===== src/rtl/aeolus_sequencer_if.sv =====
// Instruction handshake bundle between the instruction source (switch bank or
// program store) and the Aeolus sequencer.
//   instr       : 8-bit instruction, [7:4] opcode, [3:0] operand flags
//   instr_valid : source has an instruction; instr held stable while high
//   instr_ready : sequencer can accept; transfer on rising edge with valid
// master = instruction source, slave = sequencer.
interface aeolus_sequencer_if;
  logic [7:0] instr;
  logic       instr_valid;
  logic       instr_ready;

  modport master (output instr, output instr_valid, input instr_ready);
  modport slave  (input instr, input instr_valid, output instr_ready);
endinterface


===== src/rtl/aeolus_sequencer.sv =====
// Aeolus sequencer: control FSM for the 4-bit Aeolus datapath.
// Accepts 8-bit instructions over a valid/ready handshake, decodes them and
// drives single-cycle load enables / operation selects for the datapath.
// Every output is a flop updated from the state transition (Moore), so there
// is no combinational path from instr to any strobe.
//
// Ports:
//   sysCLK      system clock (post divider)
//   reset       asynchronous active-low reset
//   ibus        instruction handshake (slave side): instr/instr_valid/instr_ready
//   overflow    AU overflow, sampled only at the end of WB
//   resume      leaves HALT; ignored elsewhere
//   LDA/LDB     RegA/RegB load enables, srcSel selects their source (1=ACCout)
//   CLR         synchronous ACC clear
//   EnableACC   ACC load enable (WB cycle of ALU ops)
//   EnableO     output register load enable
//   add/sub/lshift/rshift  one-hot AU select, all zero when idle
//   busy        high in DECODE/EXEC/WB
//   halted      high in HALT
//   ovf_flag    sticky overflow flag, cleared only by reset
//   illegal     sticky illegal-opcode flag, cleared only by reset
//   retired     completed-instruction counter, wraps
//
// Build option: define AEOLUS_SEQ_OVF_TRAP_EN to stop in HALT after an ALU
// instruction whose WB cycle saw overflow=1 (the result is still written).
module aeolus_sequencer #(
  parameter int CNT_W = 8
) (
  input  logic             sysCLK,
  input  logic             reset,
  aeolus_sequencer_if.slave ibus,
  input  logic             overflow,
  input  logic             resume,
  output logic             LDA,
  output logic             LDB,
  output logic             CLR,
  output logic             EnableACC,
  output logic             EnableO,
  output logic             add,
  output logic             sub,
  output logic             lshift,
  output logic             rshift,
  output logic             srcSel,
  output logic             busy,
  output logic             halted,
  output logic             ovf_flag,
  output logic             illegal,
  output logic [CNT_W-1:0] retired
);

  typedef enum logic [2:0] {
    S_FETCH  = 3'd0,
    S_DECODE = 3'd1,
    S_EXEC   = 3'd2,
    S_WB     = 3'd3,
    S_HALT   = 3'd4
  } state_t;

  typedef enum logic [3:0] {
    OP_NOP  = 4'h0,
    OP_LDA  = 4'h1,
    OP_LDB  = 4'h2,
    OP_ADD  = 4'h3,
    OP_SUB  = 4'h4,
    OP_LSH  = 4'h5,
    OP_RSH  = 4'h6,
    OP_CLRA = 4'h7,
    OP_OUT  = 4'h8,
    OP_HALT = 4'h9
  } opcode_t;

  state_t     state;
  logic [7:0] ir;
  logic       ready;

  logic [3:0] op;
  logic       alu_op;

  assign op     = ir[7:4];
  assign alu_op = (op == OP_ADD) || (op == OP_SUB) || (op == OP_LSH) || (op == OP_RSH);

  // Operand flags [3:1] are reserved; only IR[0] (load source) is decoded.
  wire unused_ir = ^ir[3:1];

  assign ibus.instr_ready = ready;

  always_ff @(posedge sysCLK or negedge reset) begin
    if (!reset) begin
      state     <= S_FETCH;
      ir        <= '0;
      ready     <= 1'b1;
      LDA       <= 1'b0;
      LDB       <= 1'b0;
      CLR       <= 1'b0;
      EnableACC <= 1'b0;
      EnableO   <= 1'b0;
      add       <= 1'b0;
      sub       <= 1'b0;
      lshift    <= 1'b0;
      rshift    <= 1'b0;
      srcSel    <= 1'b0;
      busy      <= 1'b0;
      halted    <= 1'b0;
      ovf_flag  <= 1'b0;
      illegal   <= 1'b0;
      retired   <= '0;
    end else begin
      // Strobes live for exactly one cycle; the state that wants one
      // re-asserts it below, so they can never overlap across instructions.
      LDA       <= 1'b0;
      LDB       <= 1'b0;
      CLR       <= 1'b0;
      EnableACC <= 1'b0;
      EnableO   <= 1'b0;
      add       <= 1'b0;
      sub       <= 1'b0;
      lshift    <= 1'b0;
      rshift    <= 1'b0;
      srcSel    <= 1'b0;

      case (state)
        S_FETCH: begin
          if (ibus.instr_valid && ready) begin
            ir    <= ibus.instr;
            ready <= 1'b0;
            busy  <= 1'b1;
            state <= S_DECODE;
          end
        end

        // Strobes for EXEC are computed here so they come straight from flops.
        S_DECODE: begin
          state <= S_EXEC;
          case (op)
            OP_NOP:  ;
            OP_LDA:  begin LDA <= 1'b1; srcSel <= ir[0]; end
            OP_LDB:  begin LDB <= 1'b1; srcSel <= ir[0]; end
            OP_ADD:  add     <= 1'b1;
            OP_SUB:  sub     <= 1'b1;
            OP_LSH:  lshift  <= 1'b1;
            OP_RSH:  rshift  <= 1'b1;
            OP_CLRA: CLR     <= 1'b1;
            OP_OUT:  EnableO <= 1'b1;
            OP_HALT: ;
            default: illegal <= 1'b1;   // 0xA-0xF execute as NOP
          endcase
        end

        S_EXEC: begin
          if (alu_op) begin
            // AU result is registered, so ACC captures it one cycle later.
            EnableACC <= 1'b1;
            state     <= S_WB;
          end else begin
            retired <= retired + CNT_W'(1);
            busy    <= 1'b0;
            if (op == OP_HALT) begin
              halted <= 1'b1;
              state  <= S_HALT;
            end else begin
              ready <= 1'b1;
              state <= S_FETCH;
            end
          end
        end

        S_WB: begin
          retired <= retired + CNT_W'(1);
          busy    <= 1'b0;
          if (overflow) ovf_flag <= 1'b1;
`ifdef AEOLUS_SEQ_OVF_TRAP_EN
          if (overflow) begin
            halted <= 1'b1;
            state  <= S_HALT;
          end else begin
            ready <= 1'b1;
            state <= S_FETCH;
          end
`else
          ready <= 1'b1;
          state <= S_FETCH;
`endif
        end

        S_HALT: begin
          if (resume) begin
            halted <= 1'b0;
            ready  <= 1'b1;
            state  <= S_FETCH;
          end
        end

        default: begin
          busy   <= 1'b0;
          halted <= 1'b0;
          ready  <= 1'b1;
          state  <= S_FETCH;
        end
      endcase
    end
  end

endmodule


===== src/flat_wrapper.sv =====
// flat-port wrapper written by rule: the top's interface ports become plain ports
module aeolus_sequencer_flat 
#(
  parameter int CNT_W = 8
)
  (sysCLK, reset, overflow, resume, LDA, LDB, CLR, EnableACC, EnableO, add, sub, lshift, rshift, srcSel, busy, halted, ovf_flag, illegal, retired, ibus_instr, ibus_instr_valid, ibus_instr_ready);
  aeolus_sequencer_if ibus_i ();
  input  logic sysCLK;
  input  logic reset;
  input  logic overflow;
  input  logic resume;
  output logic LDA;
  output logic LDB;
  output logic CLR;
  output logic EnableACC;
  output logic EnableO;
  output logic add;
  output logic sub;
  output logic lshift;
  output logic rshift;
  output logic srcSel;
  output logic busy;
  output logic halted;
  output logic ovf_flag;
  output logic illegal;
  output logic [CNT_W-1:0] retired;
  input wire logic [$bits(ibus_i.instr)-1:0] ibus_instr;
  input wire logic [$bits(ibus_i.instr_valid)-1:0] ibus_instr_valid;
  output wire logic [$bits(ibus_i.instr_ready)-1:0] ibus_instr_ready;
  assign ibus_i.instr = ibus_instr;
  assign ibus_i.instr_valid = ibus_instr_valid;
  assign ibus_instr_ready = ibus_i.instr_ready;
  aeolus_sequencer #(.CNT_W(CNT_W)) u_core (.sysCLK(sysCLK), .reset(reset), .ibus(ibus_i), .overflow(overflow), .resume(resume), .LDA(LDA), .LDB(LDB), .CLR(CLR), .EnableACC(EnableACC), .EnableO(EnableO), .add(add), .sub(sub), .lshift(lshift), .rshift(rshift), .srcSel(srcSel), .busy(busy), .halted(halted), .ovf_flag(ovf_flag), .illegal(illegal), .retired(retired));
endmodule

===== config.mk =====
export PLATFORM = sky130hd
export DESIGN_NAME = aeolus_sequencer_flat
export DESIGN_NICKNAME = d
export VERILOG_FILES = /design/src/rtl/aeolus_sequencer_if.sv /design/src/rtl/aeolus_sequencer.sv /design/src/flat_wrapper.sv
export SDC_FILE = /design/constraint.sdc
export NUM_CORES = 1
export LEC_CHECK = 0
export CORE_MARGIN = 3
export CORE_UTILIZATION = 51
export DETAILED_ROUTE_END_ITERATION = 6
export PLACE_DENSITY = 0.83
export SYNTH_ARGS = -nofsm -noshare
export SYNTH_HDL_FRONTEND = slang
export SYNTH_SLANG_ARGS = --single-unit
export TNS_END_PERCENT = 50

===== constraint.sdc =====
create_clock -name sysCLK -period 3.8 [get_ports sysCLK]
set_clock_uncertainty 0.15 [all_clocks]
set_input_delay 0.76 -clock sysCLK [delete_from_list [all_inputs] [get_ports sysCLK]]
set_output_delay 0.76 -clock sysCLK [all_outputs]
set_load 0.1 [all_outputs]

== Yosys cells after proc, flatten, opt, wreduce, memory -nomap -nowiden ==
Cells that the tools add are included.
Storage, ports and cells
  logic and storage cells: 99
  register bits after elaboration: 34
  output and inout port bits: 23
Operators by class
  reductions and logical operators: 19
  add/sub/neg operators: 1
  bitwise gates (word level): 4
  multiplexer cells: 39
  equal/unequal tests: 18
Operators with widths (count)
  $mux 1: 29
  $eq 4x3->1 const B: 4
  $pmux 8 s2: 1
  $mux 3: 4
  $pmux 3 s4: 1
  $reduce_and 2->1: 5
  $reduce_or 10->1: 1
  $add 8x1->8 const B: 1
  $eq 4x2->1 const B: 2
  $eq 4x4->1 const B: 2
  $mux 8: 1
  $eq 3x2->1 const B: 2
  $ne 2x2->1 const B: 3
  $pmux 1 s3: 2
  $reduce_and 5->1: 1
  $eq 4x1->1 const B: 1
  $logic_not 4->1: 1
  $ne 2x1->1 const B: 2
  $not 1->1: 4
  $pmux 1 s4: 1
  $reduce_and 4->1: 1
  $reduce_or 2->1: 2
  $eq 3x1->1 const B: 1
  $eq 3x3->1 const B: 1
  other kinds (6): 8

== Logic depth before layout (Yosys ltp) ==
Gate-level depths: netlist (run 1).
  depth after elaboration: 6
  mapped depth: 5
  depth with buffers taken out: 4

== Least setup slack after synthesis (run 1) ==
No wires, ideal clock.
  kind: reg2reg
  start: reg u_core.ready (netlist: u_core.ibus.instr_ready)
  end: reg u_core.ir[0]
  setup slack: 1787 ps
  stages on the path, launching flop included: 5
  arrival time: 1738 ps
  cell sequence: dfstp_2 > nand3b_1 > or3_1 > clkbuf_1 > mux2_2
Between the ends
  cells in the longest elaborated chain, start to end: 2
Ends and longest elaborated chain
  from (decl): RTL line aeolus_sequencer.sv:74  | logic ready;
  from (signal assigned): RTL line aeolus_sequencer.sv:91  | ready <= 1'b1;
  from (signal assigned): RTL line aeolus_sequencer.sv:125  | ready <= 1'b0;
  from (signal assigned): RTL line aeolus_sequencer.sv:161  | ready <= 1'b1;
  $logic_and 1x1->1: RTL line aeolus_sequencer.sv:123  | if (ibus.instr_valid && ready) begin
  $reduce_and 2->1 (no line)
  to (signal assigned): RTL line aeolus_sequencer.sv:124  | ir <= ibus.instr;
  to (decl): RTL line aeolus_sequencer.sv:73  | logic [7:0] ir;
No other way between the ends.
A chain may end at the register's enable or synchronous reset.

== Worst setup path in the final report (run 1) ==
  start: reg u_core.retired[3]
  end: out retired[3]
RTL lines
  from (decl): RTL line aeolus_sequencer.sv:48  | output logic [CNT_W-1:0] retired
  from (signal assigned): RTL line aeolus_sequencer.sv:155  | retired <= retired + CNT_W'(1);
  from (signal assigned): RTL line aeolus_sequencer.sv:168  | retired <= retired + CNT_W'(1);
  to (decl): RTL line flat_wrapper.sv:26  | output logic [CNT_W-1:0] retired;
No word-level cell between the ends.

==> flow_metrics.tcl, run 1 <==
set metrics [dict create \
    viasPerCell 5.23 \
    cts_tree "built" \
    fin_crit_ps 2840 \
    drcViolationCount 0 \
    synth_cell_types 39 \
    power_frac_comb_pct 48.7 \
    slew_headroom_pct 34.7 \
    slowest_delay_ps 1170 \
    ys_seq_area_share_pct 57.1 \
    io_pins 36 \
    yosysTopAreaCellShare_pct 55.2 \
    grt_max_degree 32 \
    syn_to_final_growth_pct 28.5 \
    critical-path-top-delay-family "buffers and inverters" \
    wl_per_cell_um 14.1 \
    final_max_slew_viol_count 0 \
    yosys.area.top_type "dfrtp_1" \
    initial_core_util_pct 54.4 \
    stdcell_count 184 \
    drt_wl_total_mm 2.60 \
    grt_usage_pct 17.3 \
    synth_area_leaders "dfrtp_1, nor2_1, mux2_2" \
    yosysWarnings 0 \
    fp.dieArea_mm2 0.00332 \
    row_count 18 \
    fin_nets 167 \
    numCtsBuffers 5 \
    dpl.hpwl_mm 1.84 \
    antenna_left 0 \
    arrival_ps 1930 \
    cp-start-kind "flop" \
    core_area_mm2 0.00250 \
    drt_iter0_markers 17 \
    vdd_ir_drop_max_v 0.000641 \
    p_int_uw 687 \
    power_frac_seq_pct 38.2 \
    synth_nets 132 \
    fin_crit_sh_pct 74.7 \
    worstMarginPinSlew_ps 976 \
    holdCritPathClass "flop to flop" \
    holdBufCountCts 0 \
    power.density_mw_per_mm2 769 \
    ctsHtreeMaxLevel 2 \
    cpMaxStageDelayCell "clkdlybuf4s50_1" \
    yosys-top-cells-count "dfrtp_1, nor2_1, a21oi_1, xor2_1" \
    cap_violations 0 \
    critical_path_required_ps 2890 \
    end_kind "output pin" \
    grt-ovfl-total 0 \
    total_power_mw 1.34 \
    diodes 0 \
    fin_setup_tns_ps 0 \
    synth.ff_latch_count 31 \
    setup_viol 0 \
    worst-path-buf-inv 1 \
    path_cells "clkdlybuf4s50_1" \
    chipWidth_um 57.6 \
    clk_pin_slew_ps 90 \
    grt_pass1_wl_mm 4.20 \
    pre_cts_ws_ps 1320 \
    syn_avg_cell_area_um2 11.5 \
    first_pass_iters 4 \
    cts_resized 0 \
    p_leak_nw 0.781 \
    worst_slack_ps 961 \
    ys.flop_type "dfrtp_1" \
    antenna_found_initial 0 \
    numPortBuffers 32 \
    clockPowerShare_pct 13.1 \
    switching_power_uw 657 \
    grt_pass1_vias 917 \
    cts-root-buf "clkbuf_4" \
    swShare_pct 48.9 \
    synth.most_common_cell "dfrtp_1" \
    place.gp.congestion 0.753 \
    post_cts_buffers 0 \
    cp_max_fo 4 \
    synth_area_mm2 0.00136 \
    synth_cells 118 \
    die_y_um 57.6 \
    clockBufferDepth 2 \
    ys_async_sr_fraction_pct 100 \
    layout-drive-gt1-share_pct 13.6 \
    rsz0062_at_grt "false" \
    cts_sinks 31 \
    fmax_ghz 0.352 \
    hold_viol_final 0 \
    dp.cells 176 \
    synth_edf_count 0 \
    status "complete, no violations" \
    crit_type "flop to output pin" \
    clock_latency_ps 330 \
    vias 963 \
]
[power by group through the flow]
| stage | Sequential, mW | Combinational (mW) | Clock, mW |
|---|---|---|---|
| global route | 0.528 | 0.689 | 0.198 |
| CTS | 0.513 | 0.660 | 0.185 |
| detailed placement | 0.520 | 0.657 | 0 |
| global placement | 0.510 | 0.642 | 0 |
| floorplan | 0.776 | 0.247 | 0 |
| finish | 0.514 | 0.654 | 0.176 |
[final timing paths]
| path | slack, ps | to | cells after the start | start |
|---|---|---|---|---|
| max in group asynchronous | 2510 | u_core.ibus.instr_ready$_DFFE_PN1P_ | 2 | reset |
| min in group asynchronous | 660 | u_core.LDB$_DFF_PN0_ | 2 | reset |
| setup reg to reg | 1910 | u_core.retired[1]$_DFFE_PN0P_ | 4 | u_core.ir[6]$_DFFE_PN0P_ |
| hold reg to reg | 320 | u_core.ovf_flag$_DFFE_PN0P_ | 1 | u_core.ovf_flag$_DFFE_PN0P_ |
| setup / recovery | 960 | retired[3] | 1 | u_core.retired[3]$_DFFE_PN0P_ |
| hold / removal | 320 | u_core.ovf_flag$_DFFE_PN0P_ | 1 | u_core.ovf_flag$_DFFE_PN0P_ |
[cell type report]
class                           count  area [um2]
Tap cell                           30        37.5
Inverter                            3        11.3
Multi-Input combinational cell     79         548
Fill cell                         203         752
Clock buffer                        8        48.8
Timing Repair Buffer               33         325
Sequential cell                    31         777
[cells in the final DEF (no fill, tap or decap), drive strengths merged, types with 3 or more instances in the layout]
cell / count
nor2b: 3
dfrtp: 30
nor3: 3
xor2: 6
clkbuf: 8
nor2: 18
nand2b: 3
clkdlybuf4s50: 31
nand2: 5
a21oi: 7
inv: 3
nand3b: 3
mux2: 6
[layer usage]
layer / share of wire [%] / wire, um / global-route usage (%)
met5: 0 / 0 / 0
met4: 0.61 / 16 / 7.95
met3: 6.6 / 171 / 7.13
met2: 50 / 1310 / 28.1
met1: 42 / 1100 / 19.9
[worst register-to-register path, cell delays in order, from the launching register on]
cell,delay [ps]
dfrtp_1,450
nand3b_1,250
a211oi_4,440
nand2b_4,220
mux2_4,290
[flip-flops by register name (all words and copies together) (netlist names)]
| name | count |
|---|---|
| u_core.retired | 8 |
| u_core.ir | 5 |
| u_core.state | 3 |
| u_core.CLR | 1 |
| u_core.EnableACC | 1 |
| u_core.EnableO | 1 |
| u_core.LDA | 1 |
| u_core.LDB | 1 |
| u_core.add | 1 |
| u_core.busy | 1 |
| u_core.halted | 1 |
| u_core.ibus.instr_ready | 1 |
| u_core.illegal | 1 |
| u_core.lshift | 1 |
| u_core.ovf_flag | 1 |
| u_core.rshift | 1 |
| u_core.srcSel | 1 |
| u_core.sub | 1 |
[logic make-up (layout without fill, tap and decap cells)]
family,Yosys count,in the layout,synth area share [%]
flops,31,31,57.1
buf+inv,8,44,2.58
simple gates,48,48,20.2
xor+xnor,7,7,4.51
mux,6,6,5.24
fa+ha+maj,1,1,0.920
compound gates,17,17,9.38
[per-stage QoR]
stage	instance area, um2	hold WS [ps]	utilization [%]
6_report	1750	322	69.9
5_1_grt	1750	356	69.9
4_1_cts	1750	329	69.9
3_5_place_dp	1700	311	68.0
3_3_place_gp	1700	303	68.0
2_1_floorplan	1360	314	-
(Power assumes the default switching activity.)
==> run 2: changes to the inputs <==
--- a/config.mk
+++ b/config.mk
@@ -6,9 +6,9 @@
 export NUM_CORES = 1
 export LEC_CHECK = 0
 export CORE_MARGIN = 3
-export CORE_UTILIZATION = 51
+export CORE_UTILIZATION = 47
 export DETAILED_ROUTE_END_ITERATION = 6
-export PLACE_DENSITY = 0.83
+export PLACE_DENSITY = 0.78
 export SYNTH_ARGS = -nofsm -noshare
 export SYNTH_HDL_FRONTEND = slang
 export SYNTH_SLANG_ARGS = --single-unit
==> constraint.sdc (replaced) <==
create_clock -name sysCLK -period 3 [get_ports sysCLK]
set_clock_uncertainty 0.15 [all_clocks]
set_input_delay 0.6 -clock sysCLK [delete_from_list [all_inputs] [get_ports sysCLK]]
set_output_delay 0.6 -clock sysCLK [all_outputs]
set_load 0.1 [all_outputs]
==> flow_metrics.tcl, run 2 (synthesized netlist as in run 1, its figures left out) <==
set metrics [dict create \
    diodes 0 \
    grt_max_degree 32 \
    setup_viol 0 \
    p_int_uw 869 \
    viasPerCell 5.38 \
    p_leak_nw 0.828 \
    hp-start "u_core.retired[7]$_DFFE_PN0P_" \
    power.density_mw_per_mm2 1000 \
    drcViolationCount 0 \
    cp-start-kind "flop" \
    cts_tree "built" \
    largest_reg_flops 8 \
    wl_per_cell_um 13.9 \
    critical-path-top-delay-family "flip-flops" \
    rsz0062_at_grt "false" \
    final_core_util_pct 65.1 \
    path_cells "buf_4" \
    slew_headroom_pct 71.1 \
    chipWidth_um 59.8 \
    die_y_um 59.8 \
    slowest_delay_ps 570 \
    syn_to_final_growth_pct 25.0 \
    drt_wl_total_mm 2.55 \
    cts_resized 0 \
    post_cts_buffers 0 \
    top_register "u_core.retired" \
    fin_crit_ps 1940 \
    end_kind "output pin" \
    row_count 18 \
    worstMarginPinSlew_ps 433 \
    arrival_ps 1190 \
    first_pass_iters 4 \
    holdCritPathClass "flop to flop" \
    cts_sinks 31 \
    final_common_cell "dfrtp_1" \
    layout-drive-gt1-share_pct 29.4 \
    holdBufCountCts 0 \
    hold_viol_final 0 \
    switching_power_uw 835 \
    initial_core_util_pct 52.1 \
    fp.dieArea_mm2 0.00358 \
    min_to "u_core.retired[7]$_DFFE_PN0P_" \
    status "complete, no violations" \
    cp_max_fo 4 \
    vdd_ir_drop_max_v 0.000830 \
    drt_iter0_markers 35 \
    rr_worst_depth 4 \
    antenna_left 0 \
    cap_violations 0 \
    clock_latency_ps 330 \
    layout_common_cells "dfrtp_1, buf_4, nor2_1, clkdlybuf4s50_1, a21oi_1" \
    top_regs "u_core.retired x8, u_core.ir x5, u_core.state x3" \
    total_power_mw 1.70 \
    worst-path-buf-inv 1 \
    path_depth 1 \
    place.gp.congestion 0.772 \
    grt_pass1_vias 957 \
    clockBufferDepth 2 \
    power_frac_comb_pct 47.5 \
    antenna_found_initial 0 \
    grt_pass1_wl_mm 4.46 \
    whs_path_depth 1 \
    fin_setup_tns_ps 0 \
    core_area_mm2 0.00261 \
    fin_crit_sh_pct 64.8 \
    crit_type "flop to output pin" \
    cpMaxStageDelayCell "dfstp_2" \
    vias 985 \
    clk_pin_slew_ps 100 \
    swShare_pct 49.0 \
    fmax_ghz 0.515 \
    cts-root-buf "clkbuf_4" \
    fin_nets 167 \
    numCtsBuffers 5 \
    grt-ovfl-total 0 \
    clockPowerShare_pct 14.4 \
    critical_path_required_ps 2250 \
    numPortBuffers 32 \
    ctsHtreeMaxLevel 2 \
    timing.rr.start "u_core.ir[5]$_DFFE_PN0P_" \
    grt_usage_pct 17.2 \
    rrSetupSlack_ps 1100 \
    io_pins 36 \
    power_frac_seq_pct 38.1 \
    dpl.hpwl_mm 1.81 \
    final_max_slew_viol_count 0 \
    reg2reg_to "u_core.retired[1]$_DFFE_PN0P_" \
]
## run 2: cell count changes in the layout (fill, tap and decap cells not counted), sizes merged
cell / previous run / this run
buf: 2 / 24
clkbuf: 8 / 6
clkdlybuf4s50: 31 / 9
clkinv: 0 / 1
## run 2: cell type report
| class | count | area (um2) |
|---|---|---|
| clock inverter | 1 | 5.00 |
| multi-input combinational | 79 | 548 |
| inverter | 3 | 11.3 |
| clock buffer | 6 | 51.3 |
| timing repair buffer | 33 | 270 |
| fill | 197 | 912 |
| tap | 30 | 37.5 |
| sequential | 31 | 777 |
## run 2: worst max-delay path by stage
stage | from | end | slack, ps
2_1_floorplan | u_core.ibus.instr_ready$_DFFE_PN1P_ | u_core.ir[0]$_DFFE_PN0P_ | 990
4_1_cts | u_core.ibus.instr_ready$_DFFE_PN1P_ | ibus_instr_ready | 1040
6_report | u_core.ibus.instr_ready$_DFFE_PN1P_ | ibus_instr_ready | 1060
3_3_place_gp | ibus_instr_valid | u_core.ir[5]$_DFFE_PN0P_ | 820
5_1_grt | u_core.state[1]$_DFFE_PN0P_ | u_core.retired[5]$_DFFE_PN0P_ | 1000
3_5_place_dp | ibus_instr_valid | u_core.ir[7]$_DFFE_PN0P_ | 800
## run 2: power groups by stage
stage / Clock, mW / Sequential, mW / Combinational (mW)
2_1_floorplan: 0 / 0.983 / 0.313
3_3_place_gp: 0 / 0.649 / 0.797
3_5_place_dp: 0 / 0.656 / 0.815
4_1_cts: 0.254 / 0.647 / 0.817
5_1_grt: 0.271 / 0.670 / 0.864
6_report: 0.245 / 0.649 / 0.809
## run 2: metal layers
metal	share of wire [%]	vias to the layer above	global-route usage, %	wire length (um)
met5	0	-	0	0
met4	1.3	0	6.96	33
met3	7.2	6	7.56	183
met2	49	33	26.7	1240
met1	43	465	20.8	1090
li1	-	481	-	-
## run 2: metrics by stage
stage	area, um2	setup WS (ps)	cells	hold WS (ps)
after global placement	1640	822	176	305
after detailed placement	1640	797	176	305
after floorplan	1360	987	118	154
final	1700	1060	183	320
after global routing	1700	996	183	362
after CTS	1700	1040	183	325
